File: src/rtl/usb_in_arbiter.sv
// usb_in_arbiter: packet-aware round-robin arbiter sharing one CDC IN byte channel between two sources; define ARB_TIMEOUT_EN to release a grant whose source stalls mid-burst
module usb_in_arbiter #(
  parameter int MAX_BURST = 64,
  parameter int TIMEOUT   = 255
) (
  input  logic       clk_i,
  input  logic       reset_n_i,
  input  logic [7:0] src0_data_i,
  input  logic       src0_valid_i,
  input  logic       src0_last_i,
  output logic       src0_ready_o,
  input  logic [7:0] src1_data_i,
  input  logic       src1_valid_i,
  input  logic       src1_last_i,
  output logic       src1_ready_o,
  output logic [7:0] in_data_o,
  output logic       in_valid_o,
  input  logic       in_ready_i,
  output logic [1:0] grant_o
);
  localparam int CW = $clog2(MAX_BURST + 1);
  typedef enum logic [1:0] {IDLE, GRANT0, GRANT1} state_t;
  state_t        state, state_nx;
  logic [CW-1:0] burst_cnt;
  logic          rr;
  logic          out_free, acc0, acc1, acc, acc_last, burst_end, release_g, timed_out;
  logic [7:0]    acc_data;
  assign grant_o      = {state == GRANT1, state == GRANT0};
  assign out_free     = ~in_valid_o | in_ready_i;
  assign src0_ready_o = grant_o[0] & out_free;
  assign src1_ready_o = grant_o[1] & out_free;
  assign acc0         = src0_valid_i & src0_ready_o;
  assign acc1         = src1_valid_i & src1_ready_o;
  assign acc          = acc0 | acc1;
  assign acc_data     = acc0 ? src0_data_i : src1_data_i;
  assign acc_last     = acc0 ? src0_last_i : src1_last_i;
  assign burst_end    = acc & (acc_last | (burst_cnt + CW'(1) == CW'(MAX_BURST)));
  assign release_g    = burst_end | timed_out;
`ifdef ARB_TIMEOUT_EN
  localparam int IW = $clog2(TIMEOUT + 1);
  logic [IW-1:0] idle_cnt;
  logic          stalled;
  assign stalled   = (state != IDLE) & ~(grant_o[0] ? src0_valid_i : src1_valid_i);
  assign timed_out = stalled & (idle_cnt == IW'(TIMEOUT - 1));
  // count granted cycles without a request; any accept or release restarts it
  always_ff @(posedge clk_i)
    if (!reset_n_i || acc || release_g) idle_cnt <= '0;
    else if (stalled) idle_cnt <= idle_cnt + IW'(1);
`else
  logic unused_timeout;
  assign timed_out      = 1'b0;
  assign unused_timeout = TIMEOUT != 0;
`endif
  // arbitration: tie goes to the source that did not hold the last grant
  always_comb begin
    state_nx = state == IDLE ? ((src0_valid_i & (~src1_valid_i | rr)) ? GRANT0 : src1_valid_i ? GRANT1 : IDLE)
             : release_g ? IDLE : state;
  end
  // state, round-robin pointer and per-grant burst counter
  always_ff @(posedge clk_i)
    if (!reset_n_i) begin
      state     <= IDLE;
      rr        <= 1'b1;
      burst_cnt <= '0;
    end else begin
      state <= state_nx;
      if (release_g) begin
        rr        <= grant_o[1];
        burst_cnt <= '0;
      end else if (acc) burst_cnt <= burst_cnt + CW'(1);
    end
  // registered output stage: load on accept, drop valid once drained
  always_ff @(posedge clk_i)
    if (!reset_n_i) begin
      in_valid_o <= 1'b0;
      in_data_o  <= 8'h00;
    end else if (acc) begin
      in_valid_o <= 1'b1;
      in_data_o  <= acc_data;
    end else if (in_ready_i) in_valid_o <= 1'b0;
endmodule

File: config.mk
export PLATFORM = sky130hd
export DESIGN_NAME = usb_in_arbiter
export DESIGN_NICKNAME = d
export VERILOG_FILES = /design/src/rtl/usb_in_arbiter.sv
export SDC_FILE = /design/constraint.sdc
export NUM_CORES = 1
export LEC_CHECK = 0
export BUFFER_PORTS_ARGS = -buffer_cell sky130_fd_sc_hd__buf_2
export CELL_PAD_IN_SITES_DETAIL_PLACEMENT = 1
export CELL_PAD_IN_SITES_GLOBAL_PLACEMENT = 2
export CORE_UTILIZATION = 25
export DETAILED_ROUTE_END_ITERATION = 12
export PLACE_DENSITY_LB_ADDON = 0.1
export SYNTH_ARGS = -nofsm -noshare
export SYNTH_HDL_FRONTEND = slang
export SYNTH_SLANG_ARGS = --single-unit
export TNS_END_PERCENT = 30
File: constraint.sdc
create_clock -name clk_i -period 1.7 [get_ports clk_i]
set_input_delay 0.255 -clock clk_i [delete_from_list [all_inputs] [get_ports clk_i]]
set_output_delay 0.255 -clock clk_i [all_outputs]
set_load 0.01 [all_outputs]
* Word level (Yosys, flattened, before mapping)
Index checks and enable logic that the tools add are counted.
Storage, ports and cells: word-level logic and storage cells 34, output and inout port bits 13, bits in registers 19
Cells by class: add/sub/neg operators 1, muxes and demuxes 8, reduce and logical (&&, ||, !) cells 4, equal/unequal tests 3, bitwise operators 13
Operator list (count):
- $mux 2 | 4
- $mux 8 | 1
- $add 7x1->7 const B | 1
- $eq 7x7->1 const B | 1
- $and 1x1->1 | 6
- $or 1x1->1 | 4
- $reduce_bool 2->1 | 2
- $mux 1 | 3
- $not 1->1 | 3
- $eq 2x1->1 const B | 1
- $eq 2x2->1 const B | 1
- $logic_not 2->1 | 1
- $reduce_or 2->1 | 1

* Longest topological paths before layout
Gate-level depths: netlist of the first run.
depth after elaboration 9, gate-level depth with buffers 6

* Worst setup path before layout of the first run
Ideal clock, no wire load.
path type register to register, start register in_valid_o, end register burst_cnt[4], buffers on the path 0, arrival time 1.544 ns, cell stages (with the launch flop) 6, slack 0.082 ns, cells stage by stage dfxtp_1 > and2b_1 > o31ai_4 > o211ai_4 > or4_1 > a31oi_1
Between the ends: cells in the longest elaborated chain, start to end 8, elaborated cells between the ends (all ways) 11, those cells by class mux: 1; bitwise: 9; reduce/logical: 1
RTL lines:
- start: declaration | line 17 | output logic in_valid_o,
- start signal: assignment | line 75 | in_valid_o <= 1'b0;
- start signal: assignment | line 78 | in_valid_o <= 1'b1;
- start signal: assignment | line 80 | end else if (in_ready_i) in_valid_o <= 1'b0;
- $not 1->1 * | line 29 | assign out_free = ~in_valid_o | in_ready_i;
- $or 1x1->1 * | line 29
- $and 1x1->1 | line 30 | assign src0_ready_o = grant_o[0] & out_free;
- $and 1x1->1 | line 32 | assign acc0 = src0_valid_i & src0_ready_o;
- $mux 1 | line 36 | assign acc_last = acc0 ? src0_last_i : src1_last_i;
- $or 1x1->1 | line 37 | assign burst_end = acc & (acc_last | (burst_cnt + CW'(1) == CW'(MAX_BURST)));
- $and 1x1->1 | line 37
- $reduce_or 2->1 (no source line)
- end signal: assignment | line 70 | end else if (acc) burst_cnt <= burst_cnt + CW'(1);
- end: declaration | line 24 | logic [CW-1:0] burst_cnt;
Mark *: on every way between the ends. The rest lies on a longest branch, timed or not. A chain may end at the register's enable or synchronous reset.

* Worst setup path after layout of the first run
start register state[0], end register burst_cnt[3]
Between the ends: cells in the longest elaborated chain, start to end 7, elaborated cells between the ends (all ways) 11, those cells by class eq/ne: 2; mux: 1; bitwise: 7; reduce/logical: 1
RTL lines:
- start: declaration | line 23 | state_t state, state_nx;
- start signal: assignment | line 66 | state <= state_nx;
- $eq 2x1->1 | line 28 | assign grant_o = {state == GRANT1, state == GRANT0};
- $and 1x1->1 | line 30
- $and 1x1->1 | line 32
- $mux 1 | line 36
- $or 1x1->1 | line 37
- $and 1x1->1 | line 37
- $reduce_or 2->1 (no source line)
Several ways; a longest one is shown, not always the timed one.

==> results.md, run 1 <==
- CTS sink count: 19
- Worst IR Drop VDD: between 0.0004 and 0.0005 V
- Share of layout cells above drive strength 1: a little under half
- Violation count after the first detailed-route iteration: 22
- Antenna diodes: 0
- Worst r2r path cells: 5
- Net Count, Synth: 139
- Setup WS pre-CTS: -0.03072 ns
- Crit-path max cell delay: 0.50 ns
- DIE AREA: between 4000 and 5000 µm²
- Cell Pwr Density: ~790 nW/µm²
- CTS Buf Count: 3
- Worst path bufs/invs: 1
- Worst r2r src: state[0]
- Routability cong.: 0.7880
- Worst Max-Slew Pin Slew: 0.4535 ns
- Worst setup path class: reg -> reg
- IO Pins: 36
- Yosys reg bits: 19
- Cell family with most CP delay: simple AND/OR/NAND/NOR gates
- WHS Path Cells: 2
- Leakage: 0.6832 nW
- CORE AREA: 3771 µm²
- Grt ovf: 0
- Rel. slew slack: 69.70%
- CTS root buffer: clkbuf_8
- Hold_ws: about 0.27 ns
- FP Rows: 22
- Hold Crit Start: reset_n_i
- Final nets: 197
- Largest net degree at the start of global routing: 17
- Area grow syn2layout: 47.53%
- Worst Hold End: rr
- TritonRoute pass-1 iters: 4
- Post-synthesis cell type count: 36
- Setup WS post-layout: 0.01205 ns
- Fill count: 448
- PortBufs: 35
- Total GRT Usage: 15.37%
- Drt total wl: between 3000 and 4000 µm
- Critical Path End Type: register
- Hold WC Path Type: in -> reg
- Post-route ant nets: 0
- Final Non-Filler Cells: 220
- Sequential share of the synthesized area: 37.53%
- DR vias: 1102
- CTS clk-pin slew, worst paths: 0.08 ns
- Reported max-cap violation count: 0
- Slowest library cell on the worst path: or4_1
- Per-cell routed wire length: between 10 and 15 µm
- Fmax: 0.5924 GHz
- First-pass GRT wire length: 5106 µm
- CP startpoint kind: register
- H-tree depth: 1
- Crit-path cells: nand3b_1 > a21o_4 > buf_4 > or4_1 > a31oi_1
- Via count of the first global-routing pass: 1098
- Critical Path RT: around 1.9 ns
- Die height: around 66 µm
- Slew Limit Fails: 0
- Status: finished, final reports clean
- TritonCTS clock tree: yes
- Clk_lat worst skew: between 0.2 and 0.3 ns
- Starting density of the core: between 20 and 30%
- Syn_area_per_cell: a little under 9 µm²
- Post-synthesis cell count: about 120
- Vias per cell: 5.009
- Antenna violations before repair: 0
- Inst Count DP: 210
- Cell Area, Synth: 1013 µm²
- Die W: between 60 and 70 µm
- Hold-fix buffers at CTS: 0
- Worst Path Max Fanout: 6
- Final setup viols: 0
- Hold Violations, Final: 0
- Critical path arrival: 1.87 ns
- Synth warnings: 0
- RR Endpoint: burst_cnt[3]
- Unrepaired setup endpoints after global routing: yes
- # DRC: 0
- Period utilization: 99.29%
- DP Wirelength: 2227 µm
- CTS max path bufs: 2
- Min cycle time layout: 1.688 ns
- Fin Clk Skew: 0.003151 ns
- Reg-to-reg slack, setup: 0.01 ns
## synthesized netlist by cell type (all sizes together)
master	number	area share [%]
o21a	1	0.74
dfxtp	19	38
nor4	1	0.62
and2b	2	1.6
or3	2	1.4
o32ai	1	0.86
a2bb2oi	2	1.7
a31oi	3	1.9
nand3	8	4.0
nand3b	3	2.2
nand4	1	0.62
o41ai	1	0.86
nor4b	1	0.86
o21ai	4	2.0
nand2	11	4.1
nor2	10	3.7
inv	5	1.9
a31o	1	0.86
o211a	2	2.0
mux2i	8	7.9
o31ai	1	2.1
or2	1	0.62
or4	3	2.2
clkbuf	4	1.5
a21o	1	0.74
nand2b	2	2.0
a21oi	4	2.3
and2	1	0.62
o211ai	2	2.8
a211oi	9	6.7
ha	1	1.2
## sequential cells by signal (all words and copies together), names as in the netlist
name	flops
burst_cnt	7
in_data_o	8
in_valid_o	1
rr	1
state	2
## per-layer routing
| metal | part of all wire (%) | track usage [%] | wire [µm] | up-vias |
|---|---|---|---|---|
| met5 | 0 | 0 | 0 | - |
| met4 | 0.51 | 3.261 | 16 | 0 |
| met3 | 4.0 | 4.167 | 124 | 2 |
| met2 | 51 | 27.42 | 1603 | 26 |
| met1 | 44 | 18.04 | 1390 | 526 |
| li1 | - | - | - | 548 |
## report_power, final
part / internal (mW) / leakage (nW) / switching (mW)
logic: 0.180 / 0.503 / 0.172
clock network: 0.167 / 0.0228 / 0.157
registers: 0.484 / 0.157 / 0.0267
total: 0.831 / 0.683 / 0.355
## how the worst max path moves through the flow
stage | slack (ns) | depth (start not counted) | from | end
global placement | 0.03 | 6 | in_ready_i | burst_cnt[5]
finish | 0.01 | 5 | state[0] | burst_cnt[3]
floorplan | 0.08 | 5 | in_valid_o | burst_cnt[4]
CTS | 0.001 | 6 | burst_cnt[4] | burst_cnt[5]
detailed placement | -0.03 | 6 | in_ready_i | burst_cnt[5]
global route | -0.06 | 5 | in_valid_o | burst_cnt[3]
## worst reg2reg max path, cell delays in order, from the launching register on
cell	delay, ns
dfxtp_2	0.35
nand3b_1	0.22
a21o_4	0.28
buf_4	0.15
or4_1	0.50
a31oi_1	0.13
## timing repair
action	4_1_cts	5_1_grt
setup buffers	0	6
resized for setup	3	11
pin swaps	0	6
endpoints found under the setup margin	3	8
## metrics by stage
step                      TNS (ns)  total power, mW  area (µm²)  util [%]
after floorplan                  0           0.6890        1013         -
after global placement           0           0.8296        1354     35.90
after detailed placement  -0.04046           0.8378        1354     35.90
after CTS                        0            1.167        1408     37.33
after global routing       -0.2269            1.261        1495     39.65
final                            0            1.186        1495     39.65
## cell usage in the layout (no fill, tap or decap), types with 5 or more instances in the layout
cell,instances
a211oi_1,9
buf_2,35
buf_4,22
dfxtp_1,14
dfxtp_2,5
inv_1,5
mux2i_1,8
nand2_1,11
nand3_1,8
nor2_1,10
## cell type report
| type | count | area (µm²) | area share [%] |
|---|---|---|---|
| multi-input combinational | 87 | 644.4 | 43.10 |
| sequential | 19 | 386.6 | 25.86 |
| timing repair buffer | 57 | 340.3 | 22.76 |
| tap | 48 | 60.06 | 4.017 |
| clock buffer | 4 | 45.04 | 3.013 |
| inverter | 5 | 18.77 | 1.255 |
## cells by family after synthesis
| logic type | after synthesis | synth area share (%) |
|---|---|---|
| compound gates | 32 | 25.56 |
| fa+ha+maj | 1 | 1.234 |
| buf+inv | 9 | 3.333 |
| flops | 19 | 37.53 |
| mux | 8 | 7.902 |
| simple gates | 46 | 24.45 |
(Power assumes the default switching activity.)
==> run 2, diff against run 1 <==
--- a/config.mk
+++ b/config.mk
@@ -5,12 +5,14 @@
 export SDC_FILE = /design/constraint.sdc
 export NUM_CORES = 1
 export LEC_CHECK = 0
-export BUFFER_PORTS_ARGS = -buffer_cell sky130_fd_sc_hd__buf_2
+export BUFFER_PORTS_ARGS = -buffer_cell sky130_fd_sc_hd__buf_4
 export CELL_PAD_IN_SITES_DETAIL_PLACEMENT = 1
 export CELL_PAD_IN_SITES_GLOBAL_PLACEMENT = 2
 export CORE_UTILIZATION = 25
+export CTS_CLUSTER_SIZE = 40
 export DETAILED_ROUTE_END_ITERATION = 12
 export PLACE_DENSITY_LB_ADDON = 0.1
+export RECOVER_POWER = 50
 export SYNTH_ARGS = -nofsm -noshare
 export SYNTH_HDL_FRONTEND = slang
 export SYNTH_SLANG_ARGS = --single-unit
==> run 2 against run 1 <==
- sequential share of layout area down 1.5 points
- power grew 2.1%
- setup slack got worse by 0.0018 ns
- maximum frequency decreased by 0.10%
- global-route usage shrank 0.25 points
- register-to-register slack about the same
- die area unchanged
- non-clock buffer count is 1 higher
- largest cell class unchanged
- clock-buffer cell count unchanged
==> results.md, run 2 (synthesis results as in run 1) <==
- Status: finished, final reports clean
- Unrepaired setup endpoints after global routing: yes
- Setup WS pre-CTS: -0.04829 ns (-0.01757 ns)
- Reported max-cap violation count: 0 (unchanged)
- CTS sink count: 19 (unchanged)
- Fmax: 0.5918 GHz (-0.10%)
- Final setup viols: 0 (unchanged)
- Worst setup path class: reg -> reg
- Antenna diodes: 0 (unchanged)
- Critical Path End Type: register
- Met3 Usage GRT: 4.340% (+0.17 points)
- H-tree depth: 1 (unchanged)
- Min cycle time layout: 1.690 ns (+0.001773 ns)
- CTS Buf Count: 3 (unchanged)
- Crit-path cells: nor4b_2 > a2bb2oi_2 > o211ai_4 > buf_4 > o21ai_0 > o21a_1
- Max reg flops: 8 (unchanged)
- Final Non-Filler Cells: 222 (+0.91%)
- TritonCTS clock tree: yes
- Hold Violations, Final: 0 (unchanged)
- CTS root buffer: clkbuf_8
- Hold WC Path Type: in -> reg
- Largest Register: in_data_o
- Drt total wl: 3172 µm (+1.2%)
- TritonRoute pass-1 iters: 3 (-1)
- Cell Pwr Density: 768.0 nW/µm² (-3.2%)
- DR vias: 1094 (-0.73%)
- Biggest regs: in_data_o (8), burst_cnt (7), state (2)
- Worst Max-Slew Pin Slew: 0.3420 ns (-0.1114 ns)
- Rel. slew slack: 77.14% (+7.4 points)
- Routability cong.: 0.8650 (+9.8%)
- First-pass GRT wire length: 4919 µm (-3.7%)
- Worst Path Max Fanout: 7 (+1)
- Critical Path RT: 1.86 ns (-0.02 ns)
- Cell family with most CP delay: compound AO/OA/AOI/OAI gates
- Slowest library cell on the worst path: nor4b_2
- PortBufs: 35 (unchanged)
- Total GRT Usage: 15.12% (-0.25 points)
- Hold-fix buffers at CTS: 0 (unchanged)
- GRT met2 Usage: 25.13% (-2.3 points)
- Final nets: 199 (+1.0%)
- Grt ovf: 0 (unchanged)
- IO Pins: 36 (unchanged)
- Antenna violations before repair: 0 (unchanged)
- Cell area after layout: 1578 µm² (+5.5%)
- Commonest non-fill, non-tap cells in the layout: buf_4, dfxtp_1, nor2_1, nand2_1, a211oi_1
- Met1 Use GR: 18.49% (+0.45 points)
- Worst IR Drop VDD: 0.0003563 V (-27%)
- FP Rows: 22 (unchanged)
- CP startpoint kind: register
- # DRC: 0 (unchanged)
- Area grow syn2layout: 55.68%
- Vias per cell: 4.928 (-1.6%)
- Starting density of the core: 26.87% (unchanged)
- Via count of the first global-routing pass: 1095 (-0.27%)
- Fin Clk Skew: 0.001220 ns (-0.001931 ns)
- Post-route ant nets: 0 (unchanged)
- Hold_ws: 0.2394 ns (-0.03006 ns)
- Clk_lat worst skew: 0.26 ns (about the same)
- Gr busiest metal: met2
- Crit-path max cell delay: 0.41 ns (-0.09 ns)
- Period utilization: 99.40% (+0.10 points)
- Slew Limit Fails: 0 (unchanged)
- Leakage: 0.6810 nW (-0.32%)
- Most common cell after layout, fill and taps aside: buf_4
- Critical path arrival: 1.85 ns (-0.02 ns)
- Placed inst area: 1434 µm² (+5.9%)
- Worst path bufs/invs: 1 (unchanged)
- CORE AREA: 3771 µm² (unchanged)
- Inst Count DP: 209 (-0.48%)
- Share of layout cells above drive strength 1: 44.25% (-2.3 points)
- Per-cell routed wire length: 14.29 µm (+0.30%)
- Die height: 65.67 µm (unchanged)
- CTS clk-pin slew, worst paths: 0.07 ns (about the same)
- Die W: 65.67 µm (unchanged)
- CTS max path bufs: 2 (unchanged)
- Largest net degree at the start of global routing: 15 (-2)
- DIE AREA: 4313 µm² (unchanged)
- DP Wirelength: 2353 µm (+5.7%)
- Setup WS post-layout: 0.01027 ns (-0.001773 ns)
- Violation count after the first detailed-route iteration: 18 (-18%)
run 2: final timing paths:
path / cells after the start / slack (ns) / from / to
setup / recovery: 6 / 0.01 / burst_cnt[4] / burst_cnt[6]
hold / removal: 2 / 0.24 / reset_n_i / rr
setup reg to reg: 6 / 0.01 / burst_cnt[4] / burst_cnt[6]
hold reg to reg: 2 / 0.50 / in_data_o[0] / in_data_o[0]
run 2: where the power goes:
group          total, mW  switching [mW]  internal (mW)
Clock              0.321           0.154          0.167
Sequential         0.512          0.0273          0.484
Combinational      0.379           0.178          0.201
run 2: area by class of cell:
class                      instances  area [µm²]
sequential                        19       384.1
clock buffer                       4       45.04
multi-input combinational         88       649.4
inverter                           5       18.77
fill                             450        2193
tap                               48       60.06
timing repair buffer              58       420.4
run 2: per-layer routing:
| layer | part of all wire, % | vias to the layer above | wire [µm] |
|---|---|---|---|
| li1 | - | 552 | - |
| met1 | 43 | 509 | 1378 |
| met2 | 50 | 26 | 1592 |
| met3 | 4.6 | 7 | 145 |
| met4 | 1.7 | 0 | 55 |
| met5 | 0 | - | 0 |
run 2: timing repair:
item | CTS | global route
cloned | 0 | 1
endpoints found under the setup margin | 3 | 10
pin swaps | 5 | 3
buffers inserted | 4 | 4
gates resized for setup | 6 | 8
run 2: through the flow:
stage / utilization [%] / power [mW] / TNS [ns]
floorplan: - / 0.6890 / 0
global placement: 38.02 / 0.8651 / 0
detailed placement: 38.02 / 0.8740 / -0.09365
CTS: 40.48 / 1.226 / 0
global route: 41.84 / 1.292 / -0.4721
finish: 41.84 / 1.212 / 0
run 2: worst register-to-register path, cell delays in order (launching register included):
cell and delay, ns:
dfxtp_1 0.37, nor4b_2 0.41, a2bb2oi_2 0.13, o211ai_4 0.24, buf_4 0.18, o21ai_0 0.08
o21a_1 0.17
